`src/rtl/ex3_bcd_seq_ctrl.sv`:
```
// rtl/ex3_bcd_seq_ctrl.sv - packed excess-3 to packed BCD sequencer, one digit per clock, LSD first
//
// Ports:
//   clk           rising-edge clock
//   rst           synchronous active-high reset
//   in_valid      producer presents a word on in_data
//   in_ready      controller is idle and can take a word
//   in_data       excess-3 word, nibble k = digit k, nibble 0 = LSD
//   out_valid     out_data / out_err / out_err_mask are valid
//   out_ready     consumer takes the result
//   out_data      BCD word, same nibble ordering as in_data
//   out_err       any digit of the word was an invalid code
//   out_err_mask  bit k set when input digit k was an invalid code
//   busy          a word is being converted or waiting to be taken
module ex3_bcd_seq_ctrl #(
    parameter int DIGITS = 4,
    parameter int CW     = 3
) (
    input  logic                  clk,
    input  logic                  rst,
    input  logic                  in_valid,
    output logic                  in_ready,
    input  logic [4*DIGITS-1:0]   in_data,
    output logic                  out_valid,
    input  logic                  out_ready,
    output logic [4*DIGITS-1:0]   out_data,
    output logic                  out_err,
    output logic [DIGITS-1:0]     out_err_mask,
    output logic                  busy
);

    typedef enum logic [1:0] {
        IDLE = 2'd0,
        CONV = 2'd1,
        DONE = 2'd2
    } state_t;

    state_t                state;
    state_t                state_nxt;
    logic [CW-1:0]         idx;
    logic [4*DIGITS-1:0]   operand;
    logic [4*DIGITS-1:0]   result;
    logic [DIGITS-1:0]     mask;

    logic [3:0]            cur_code;
    logic [3:0]            cur_bcd;
    logic                  cur_bad;
    logic                  last_digit;

    // Select the digit under conversion; a decoded mux keeps the index
    // arithmetic out of the part-select.
    always_comb begin
        cur_code = 4'h0;
        for (int k = 0; k < DIGITS; k++) begin
            if (idx == CW'(k)) begin
                cur_code = operand[4*k +: 4];
            end
        end
    end

    // The single shared digit converter. Codes outside 3..12 become 4'hF.
    always_comb begin
        cur_bad = (cur_code < 4'd3) || (cur_code > 4'd12);
        cur_bcd = cur_bad ? 4'hF : (cur_code - 4'd3);
    end

    assign last_digit = (idx == CW'(DIGITS - 1));

    always_comb begin
        state_nxt = state;
        case (state)
            IDLE: if (in_valid)   state_nxt = CONV;
            CONV: if (last_digit) state_nxt = DONE;
            DONE: if (out_ready)  state_nxt = IDLE;
            default:              state_nxt = IDLE;
        endcase
    end

    always_ff @(posedge clk) begin
        if (rst) begin
            state   <= IDLE;
            idx     <= '0;
            operand <= '0;
            result  <= '0;
            mask    <= '0;
        end else begin
            state <= state_nxt;
            case (state)
                IDLE: begin
                    if (in_valid) begin
                        operand <= in_data;
                        result  <= '0;
                        mask    <= '0;
                        idx     <= '0;
                    end
                end
                CONV: begin
                    for (int k = 0; k < DIGITS; k++) begin
                        if (idx == CW'(k)) begin
                            result[4*k +: 4] <= cur_bcd;
                            mask[k]          <= cur_bad;
                        end
                    end
                    idx <= last_digit ? '0 : idx + CW'(1);
                end
                default: ;
            endcase
        end
    end

    // All outputs decode registered state only; result and mask do not
    // change in DONE, so they stay stable under backpressure.
    assign in_ready     = (state == IDLE);
    assign busy         = (state != IDLE);
    assign out_valid    = (state == DONE);
    assign out_data     = result;
    assign out_err_mask = mask;
    assign out_err      = |mask;

endmodule

```
`config.mk`:
```
export PLATFORM = sky130hd
export DESIGN_NAME = ex3_bcd_seq_ctrl
export DESIGN_NICKNAME = d
export VERILOG_FILES = /design/src/rtl/ex3_bcd_seq_ctrl.sv
export SDC_FILE = /design/constraint.sdc
export NUM_CORES = 1
export LEC_CHECK = 0
export ABC_AREA = 1
export CAP_MARGIN = 25
export CELL_PAD_IN_SITES_DETAIL_PLACEMENT = 2
export CELL_PAD_IN_SITES_GLOBAL_PLACEMENT = 2
export CORE_ASPECT_RATIO = 0.6
export CORE_MARGIN = 3
export CORE_UTILIZATION = 29
export CTS_CLUSTER_SIZE = 30
export DETAILED_ROUTE_END_ITERATION = 8
export PLACE_DENSITY = 0.87
export SLEW_MARGIN = 20
export SYNTH_ARGS = -nofsm -noshare
export SYNTH_HDL_FRONTEND = slang
export SYNTH_SLANG_ARGS = --single-unit
```
`constraint.sdc`:
```
create_clock -name clk -period 4.3 [get_ports clk]
set_input_delay 0.86 -clock clk [delete_from_list [all_inputs] [get_ports clk]]
set_output_delay 0.86 -clock clk [all_outputs]
set_load 0.03 [all_outputs]
```
==> flow_results.org <==
** Clock network
- Clock transition at the registers of the reported paths :: 0.06 ns
- Once the clock tree was built, the setup fixing pass inserted 0 buffers.
- Worst-Skew Late Latency :: 0.28 ns
- CTS saw 41 sinks.
- In this run the number of H-tree levels came out at 2.
- Root Driver :: sky130_fd_sc_hd__clkbuf_16
- TritonCTS clock tree :: done
- Clock buffer count from CTS :: 5
- After clock tree synthesis, the repair step resized 0 gates.
- CTS max path bufs :: 2
- Number of hold buffers added after cts :: 0

** Worst setup path
- Critical Setup Path Class :: in2reg
- Critical Path Start Type :: primary input
- STA puts the critical path data required time at 4.49 ns.
- Crit Reg-Reg Startpoint :: idx[0]$_SDFFE_PP0P_
- Endpoint type of the worst setup path :: flop
- Reg2Reg Setup Slack :: 1.96 ns
- Crit Reg-Reg Endpoint :: out_err_mask[1]$_SDFFE_PP0P_
- Highest fanout seen on the critical path :: 22
- At the worst endpoint, the arrival time is 3.00 ns.
- Counting cells, the worst reg-to-reg path comes to 17.

** Timing
- Final setup fails :: 0
- In this run the tightest slew margin relative to its limit is 51.3%.
- Achievable frequency :: 355 MHz
- For the final routed database, the setup TNS stands at 0 ns.
- Number of hold violations in the final report :: 0
- Clock tree skew after final layout :: 0.00703 ns
- For the pin with the worst max-slew slack, the measured transition is 0.728 ns.
- RSZ-0062 raised after global routing :: false
- Final Cycle Share :: 65.5%
- Number of max-slew violations in the final report :: 0
- Across all hold checks on the routed design, the worst slack comes to 0.470 ns.
- Setup slack closes at 1.48 ns.
- Minimum period implied by the final worst setup slack :: 2.82 ns

** Floorplan
- Num rows :: 22
- During I/O placement, the number of pins put on the boundary was 44.
- The die covers 0.00782 mm2.
- Effective utilization at floorplan :: 31.0%
- Placeable core area :: 0.00633 mm2
- Horiz. Die Dim :: 112 um
- Chip Height :: 69.7 um

** Power and ir drop
- Share of power burned in the clock network :: 33.1%
- Power density of the placed cells :: 411 mW/mm2
- Portion of total power attributed to combinational logic :: 26.6%
- Across the VDD grid, the largest voltage drop is 0.153 mV.
- Sequential cells account for 40.3% of the total power.
- Of the total power, the share spent switching nets is 32.6%.
- Cell leakage power :: 1.15 nW
- Internal power contribution :: 0.723 mW
- Net load switching power :: 0.349 mW

** Global route
- Global-route wire length before repair :: 11400 um
- The via count of the first global-routing pass came to 2112.
- Overflow left after global routing :: 0
- The initial antenna violation count came to 0.
- Across every metal layer, demand over resource in global routing totals 18.5%.
- Entering global routing, the biggest net connects 23 pins.

** Synth
- Commonest cells in the synthesized netlist :: sky130_fd_sc_hd__nor2_1 (52), sky130_fd_sc_hd__nand2_1 (47), sky130_fd_sc_hd__dfxtp_1 (41)
- The top cell type by area accounts for 41.9% of the synthesized area.
- Cell accounting for the most synthesized area :: sky130_fd_sc_hd__dfxtp_1
- Number of synthesized register bits :: 41
- Per-instance average area after synthesis :: 7.03 um2
- Number of warning messages in the yosys log :: 0
- In this run, synthesis inferred 0 flip-flops with an integrated enable.
- Mapped cell area :: 0.00196 mm2
- Synthesis handed over a netlist of 279 instances.
- In the synthesized netlist the dominant register cell turns out to be sky130_fd_sc_hd__dfxtp_1.
- In the synthesized netlist the async set-or-reset flop fraction comes to 0%.
- Library cells used by synthesis :: 26
- Most frequent cell after synthesis :: sky130_fd_sc_hd__nor2_1
- After synthesis, flip-flops and latches occupy 41.9% of the total area.
- In the post-synthesis netlist, the biggest area contributors are sky130_fd_sc_hd__dfxtp_1 (42%), sky130_fd_sc_hd__nor2_1 (10%), sky130_fd_sc_hd__nand2_1 (9.0%).
- Post-Syn Nets :: 305

** Cells and area
- Once layout is complete, the cells apart from fillers number 406.
- The repair_antennas step left the layout with diodes totalling 0.
- Registers take 821 um2.
- Of the cells placed in the final design, the portion with a size suffix greater than 1 is 12.1%.
- For this run, the post-layout net count is 349.
- At the end of the flow the core is filled with cells to 41.2%.
- Combined area of the multi-input logic cells :: 950 um2
- The area growth from synthesis to layout is 33.1%.
- The layout has 761 filler cells.

** Detailed routing
- Detailed-route via count :: 1957
- Routed length per instance :: 16.7 um
- First-pass iteration count of the detailed router :: 4
- Summed over all layers, the routed wires come to 6800 um.
- Using the TritonRoute via totals, the vias-per-cell ratio works out to 4.82.
- Number of DRC violations after detailed routing :: 0
- After the first detailed-routing iteration, the DRC count stood at 63.
- The count of nets left with antenna violations once routing finished came out at 0.

** Placed design
- Summed over all nets, the half-perimeter wirelength after detailed placement is 4920 um.
- Total of buffers placed on input and output ports :: 43
- Routability-driven placement finished with a final weighted congestion of 0.796.
- Including well taps, the total number of placed cells is 399.
- Worst setup slack before clock tree synthesis :: 1.19 ns

** Min path
- The min-delay analysis places its worst path in the category reg2reg.
- For hold timing, the worst endpoint is operand[2]$_SDFFE_PP0P_.
- Worst hold path stage count :: 2
- Launch instance of the worst min-delay path :: operand[2]$_SDFFE_PP0P_

** Run
- The tool flagged a number of max-cap violations equal to 0.

** Outcome
- Result of the run :: finished clean
==> worst max path at each step <==
stage / from / endpoint / cells past startpoint
global placement: in_valid / out_data[5]$_SDFFE_PP0P_ / 9
CTS: in_valid / out_data[5]$_SDFFE_PP0P_ / 9
finish: in_valid / out_data[5]$_SDFFE_PP0P_ / 9
detailed placement: in_valid / out_data[5]$_SDFFE_PP0P_ / 9
floorplan: out_err_mask[0]$_SDFFE_PP0P_ / out_err / 1
global route: in_valid / out_data[5]$_SDFFE_PP0P_ / 9
==> state kept, by name (all words and copies together), names as in the netlist <==
signal,count
operand,16
out_data,16
state,2
idx,3
out_err_mask,4
==> cells in the final DEF (no fill, tap or decap), types with 6 or more instances in the layout <==
cell type / n
sky130_fd_sc_hd__dfxtp_1: 41
sky130_fd_sc_hd__nor2_1: 52
sky130_fd_sc_hd__nand3_1: 20
sky130_fd_sc_hd__nand2_1: 47
sky130_fd_sc_hd__nand2_2: 10
sky130_fd_sc_hd__o21ai_0: 20
sky130_fd_sc_hd__clkdlybuf4s50_1: 43
sky130_fd_sc_hd__ha_1: 6
sky130_fd_sc_hd__a21oi_1: 16
sky130_fd_sc_hd__inv_1: 31
sky130_fd_sc_hd__inv_2: 6
==> stage by stage <==
step | total power, mW | area (um2)
global placement | 0.706 | 2470
CTS | 1.08 | 2600
global route | 1.13 | 2610
detailed placement | 0.721 | 2470
floorplan | 0.612 | 1960
finish | 1.07 | 2610
==> worst max-delay path: stages <==
cell,delay (ns)
sky130_fd_sc_hd__clkdlybuf4s50_1,0.40
sky130_fd_sc_hd__nand2_1,0.54
sky130_fd_sc_hd__inv_2,0.31
sky130_fd_sc_hd__a21oi_1,0.34
sky130_fd_sc_hd__inv_1,0.22
sky130_fd_sc_hd__nor2_1,0.15
sky130_fd_sc_hd__nor2_1,0.05
sky130_fd_sc_hd__nand2_1,0.08
sky130_fd_sc_hd__inv_1,0.04
==> routing by layer <==
layer | GRT usage (%) | wire, um | up-vias
met2 | 28.2 | 3070 | 30
met1 | 25.9 | 3430 | 964
met3 | 4.27 | 205 | 9
met5 | 0 | 0 | -
li1 | - | - | 954
met4 | 5.20 | 89 | 0
==> final cells by class <==
class | instances | area share [%]
clock inverters | 1 | 0.192
flip-flops and latches | 41 | 31.5
repair buffers | 45 | 17.1
clock buffers | 5 | 4.80
well taps | 84 | 4.03
multi-input cells | 189 | 36.4
inverters | 41 | 6.04
==> kinds of logic after synthesis <==
family | after synthesis | synth area share [%]
buffers and inverters | 49 | 9.70
flip-flops | 41 | 41.9
adder cells (fa/ha/maj) | 6 | 3.83
AND/OR/NAND/NOR | 137 | 31.4
AO/OA/AOI/OAI | 46 | 13.2
==> power groups by stage <==
stage	sequential (mW)	clock, mW	combinational [mW]
5_1_grt	0.437	0.376	0.320
3_3_place_gp	0.439	0	0.268
6_report	0.432	0.355	0.285
4_1_cts	0.433	0.359	0.288
2_1_floorplan	0.469	0	0.144
3_5_place_dp	0.440	0	0.281
No activity file was read; power rests on OpenSTA's default activity.
==> variant 1: new RTL, same settings <==
Put one more register stage on the output `out_err_mask`. The value now appears one clock later. The other outputs are not delayed to match.
--- a/src/rtl/ex3_bcd_seq_ctrl.sv
+++ b/src/rtl/ex3_bcd_seq_ctrl.sv
@@ -114,7 +114,9 @@
     assign busy         = (state != IDLE);
     assign out_valid    = (state == DONE);
     assign out_data     = result;
-    assign out_err_mask = mask;
+    always_ff @(posedge clk) begin
+        out_err_mask <= mask;
+    end
     assign out_err      = |mask;
 
 endmodule
Check against the original RTL: not equivalent (a bounded check fails within 4 cycles, from zero or initial values and one cycle with rst high).
==> variant 1 against the unedited design <==
  * Synthesized area increased by 4.3%
  * Final area increased by 4.0%
  * Largest power group unchanged
  * Critical path type is now register to output port
  * Utilization decreased by 1.1 points
  * Sequential cell count increased by 4
  * Wire length decreased by 2.3%
  * Total power increased by 6.4%
  * Worst setup slack improved by 220 ps
  * Hold slack got worse by 99 ps
  * Global-route usage decreased by 1.3 points
  * Sequential share of layout area increased by 1.7 points
  * Die area increased by 4.0%
==> variant 1: results (changes against the unedited design) <==
| Metric | Value |
|---|---|
| Storage element area | `900.9 um^2 (+9.8%)` |
| Met3 capacity usage during global routing | `3.162% (-1.1 points)` |
| End of the critical path | `out_err` |
| Transition time at the pin with the least slew margin | `560.8 ps (-167.3 ps)` |
| Launch point of the worst path | `mask[2]$_SDFFE_PP0P_` |
| Via density | `4.764 (-1.2%)` |
| Non-clk invs | `44 (+7.3%)` |
| Routed wl met3 | `286 um (+40%)` |
| Total placed cells including tap cells | `411 (+3.0%)` |
| Largest vdd supply drop | `237.2 uV (+55%)` |
| Worst min-delay path startpoint | `mask[1]$_SDFFE_PP0P_` |
| Outcome | `complete, no violations` |
| Post-Synthesis Cells | `286 (+2.5%)` |
| Non-filler instance count after layout | `419 (+3.2%)` |
| Last weighted congestion value of the routability-driven placer | `0.8254 (+3.7%)` |
| Non-clock buffers, area share | `16.70% (-0.38 points)` |
| Routed length per placed instance | `15.84 um (-5.3%)` |
| Total internal power | `0.7691 mW (+6.4%)` |
| Sequential area share after synthesis | `44.06% (+2.2 points)` |
| Worst reg2reg path depth | `19 (+2)` |
| Largest stage delay on the critical path | `610 ps (+70 ps)` |
| Critical path data arrival time | `1740 ps (-1260 ps)` |
| Post-synth top cells | `nor2_1 (51), dfxtp_1 (45), nand2_1 (43)` |
| Number of sequential cells | `45 (+9.8%)` |
| Half-perimeter wire length after detailed placement | `4864 um (-1.2%)` |
| Part of the power in registers | `41.2% (+0.9 points)` |
| Final period utilization | `60.39% (-5.1 points)` |
| Max Fanout on Critical Path | `3 (-86%)` |
| Fraction of final layout cells with drive strength greater than 1 | `9.639% (-2.5 points)` |
| Global-route wire length before repair | `10,980 um (-3.7%)` |
| Crit path max-delay cell type | `clkdlybuf4s50_1` |
-- variant 1: per-stage QoR --
step	util, %	power, mW	instance area, um^2
after floorplan	-	0.6487	2044
after global placement	37.95	0.7445	2566
after detailed placement	37.95	0.7553	2566
after CTS	40.11	1.149	2713
final	40.11	1.141	2713
after global routing	40.11	1.201	2713
-- variant 1: cell families after synthesis --
group	count (synthesis)	synth area share (%)
AND/OR/NAND/NOR	133	28.70
buffers and inverters	52	10.28
AO/OA/AOI/OAI	50	13.28
flip-flops	45	44.06
adder cells (fa/ha/maj)	6	3.672
-- variant 1: worst min path at each step --
stage,endpoint
finish,out_err_mask[1]$_DFF_P_
global route,out_err_mask[2]$_DFF_P_
CTS,out_err_mask[2]$_DFF_P_
detailed placement,out_err_mask[1]$_DFF_P_
global placement,out_err_mask[1]$_DFF_P_
floorplan,out_err_mask[3]$_DFF_P_
==> variant 2: new RTL, same settings <==
Made on the original files. Change the parameter `CW` from 3 to 2.
--- a/src/rtl/ex3_bcd_seq_ctrl.sv
+++ b/src/rtl/ex3_bcd_seq_ctrl.sv
@@ -14,7 +14,7 @@
 //   busy          a word is being converted or waiting to be taken
 module ex3_bcd_seq_ctrl #(
     parameter int DIGITS = 4,
-    parameter int CW     = 3
+    parameter int CW     = 2
 ) (
     input  logic                  clk,
     input  logic                  rst,
Formal check against the unedited RTL: no difference found for any inputs over 10 cycles, from zero or initial values and one cycle with rst high; that may be too few to reach the edited logic, so the function may still have changed.
==> variant 2 against the unedited design <==
  * Hold slack improved by 16 ps
  * Wire length fell by 13%
  * Sequential cell count fell by 1
  * Synthesized area decreased by 2.8%
  * Final area decreased by 4.4%
  * Total power is 10% lower
  * Worst setup slack gained 200 ps
==> variant 2: results (changes against the unedited design) <==
| Metric | Value |
|---|---|
| Outcome | `complete, no violations` |
| Setup repair bufs after CTS | `0 (unchanged)` |
| Clock-pin slew on the worst setup and hold paths | `80 ps (+20 ps)` |
| Global-route wire length before repair | `9853 um (-14%)` |
| Total placed cells including tap cells | `385 (-3.5%)` |
| Total iterations of the first detailed-routing run | `4 (unchanged)` |
| Transition time at the pin with the least slew margin | `845.9 ps (+117.8 ps)` |
| Routed length per placed instance | `15.10 um (-9.8%)` |
| Half-perimeter wire length after detailed placement | `4455 um (-9.5%)` |
| Number of filler cells placed in the layout | `717 (-5.8%)` |
| Overall global routing resource usage | `16.53% (-1.9 points)` |
| Critical path data arrival time | `2800 ps (-200 ps)` |
| Static leakage | `1.096 nW (-4.9%)` |
| Largest vdd supply drop | `116.7 uV (-24%)` |
| Hold Path Class | `register to register` |
| Iteration-0 DRC count of the detailed router | `58 (-7.9%)` |
| Number of global-route vias before repair | `1,961 (-7.1%)` |
| Fraction of final layout cells with drive strength greater than 1 | `10.68% (-1.4 points)` |
| Worst clock skew | `3.890 ps (-3.139 ps)` |
| Via density | `4.641 (-3.7%)` |
| Net Count, Synth | `291 (-4.6%)` |
| DP Worst Slack | `1311 ps (+121.2 ps)` |
| Max Fanout on Critical Path | `23 (+4.5%)` |
| Average footprint of a synthesized cell | `7.191 um^2 (+2.3%)` |
| Multi-input logic area | `928.4 um^2 (-2.2%)` |
| Pin count of the biggest net entering global routing | `25 (+8.7%)` |
| Number of different library cells in the post-synthesis netlist | `25 (-3.8%)` |
| Last weighted congestion value of the routability-driven placer | `0.7475 (-6.0%)` |
| Detailed-route via count | `1,824 (-6.8%)` |
| Sequential area share after synthesis | `42.02% (+0.16 points)` |
| Root buffer selected by CTS | `clkbuf_8` |
| Number of nets in the layout | `334 (-4.3%)` |
| Post-detailed-placement cell area | `0.002404 mm^2 (-2.7%)` |
variant 2: cell types whose count changed after synthesis, sizes merged, moves of 2 or more:
cell	unedited run	this run
or2	0	2
a21oi	20	22
nand2	59	56
nand3	22	18
clkinv	3	0
nor2	55	52
inv	38	35
variant 2: power breakdown:
part | total (mW) | internal, mW | switching (mW)
Sequential | 0.424 | 0.403 | 0.0211
Combinational | 0.276 | 0.103 | 0.173
Clock | 0.263 | 0.131 | 0.132
Total | 0.964 | 0.638 | 0.326
variant 2: layer usage:
metal	share of wire (%)	wire (um)	up-vias	global-route usage, %
met5	0	0	-	0
met4	0.86	51	0	4.147
met3	3.4	204	8	4.010
met2	44	2589	27	27.27
met1	52	3089	878	22.15
li1	-	-	911	-
variant 2: layout make-up:
class	instances	area share (%)
inverter	35	5.268
clock buffer	8	3.613
tap	84	4.215
multi-input combinational	182	37.23
sequential	40	32.11
timing repair buffer	44	17.56
variant 2: cells by family after synthesis:
logic type / Yosys count / share of synthesized area [%]
AND/OR/NAND/NOR: 129 / 29.94
AO/OA/AOI/OAI: 47 / 14.84
buffers and inverters: 43 / 9.258
flip-flops: 40 / 42.02
adder cells (fa/ha/maj): 6 / 3.939
variant 2: final timing paths:
check	end	slack [ps]	cells past startpoint
worst min register to register	out_data[10]$_SDFFE_PP0P_	490	2
worst max register to register	out_data[2]$_SDFFE_PP0P_	1980	14
worst min-delay path	out_data[10]$_SDFFE_PP0P_	490	2
worst max-delay path	out_data[13]$_SDFFE_PP0P_	1680	6
variant 2: critical path: stages:
cell	delay, ps
clkdlybuf4s50_1	400
nand2_1	630
nand2_1	380
or2_2	380
nand3_1	90
inv_1	60
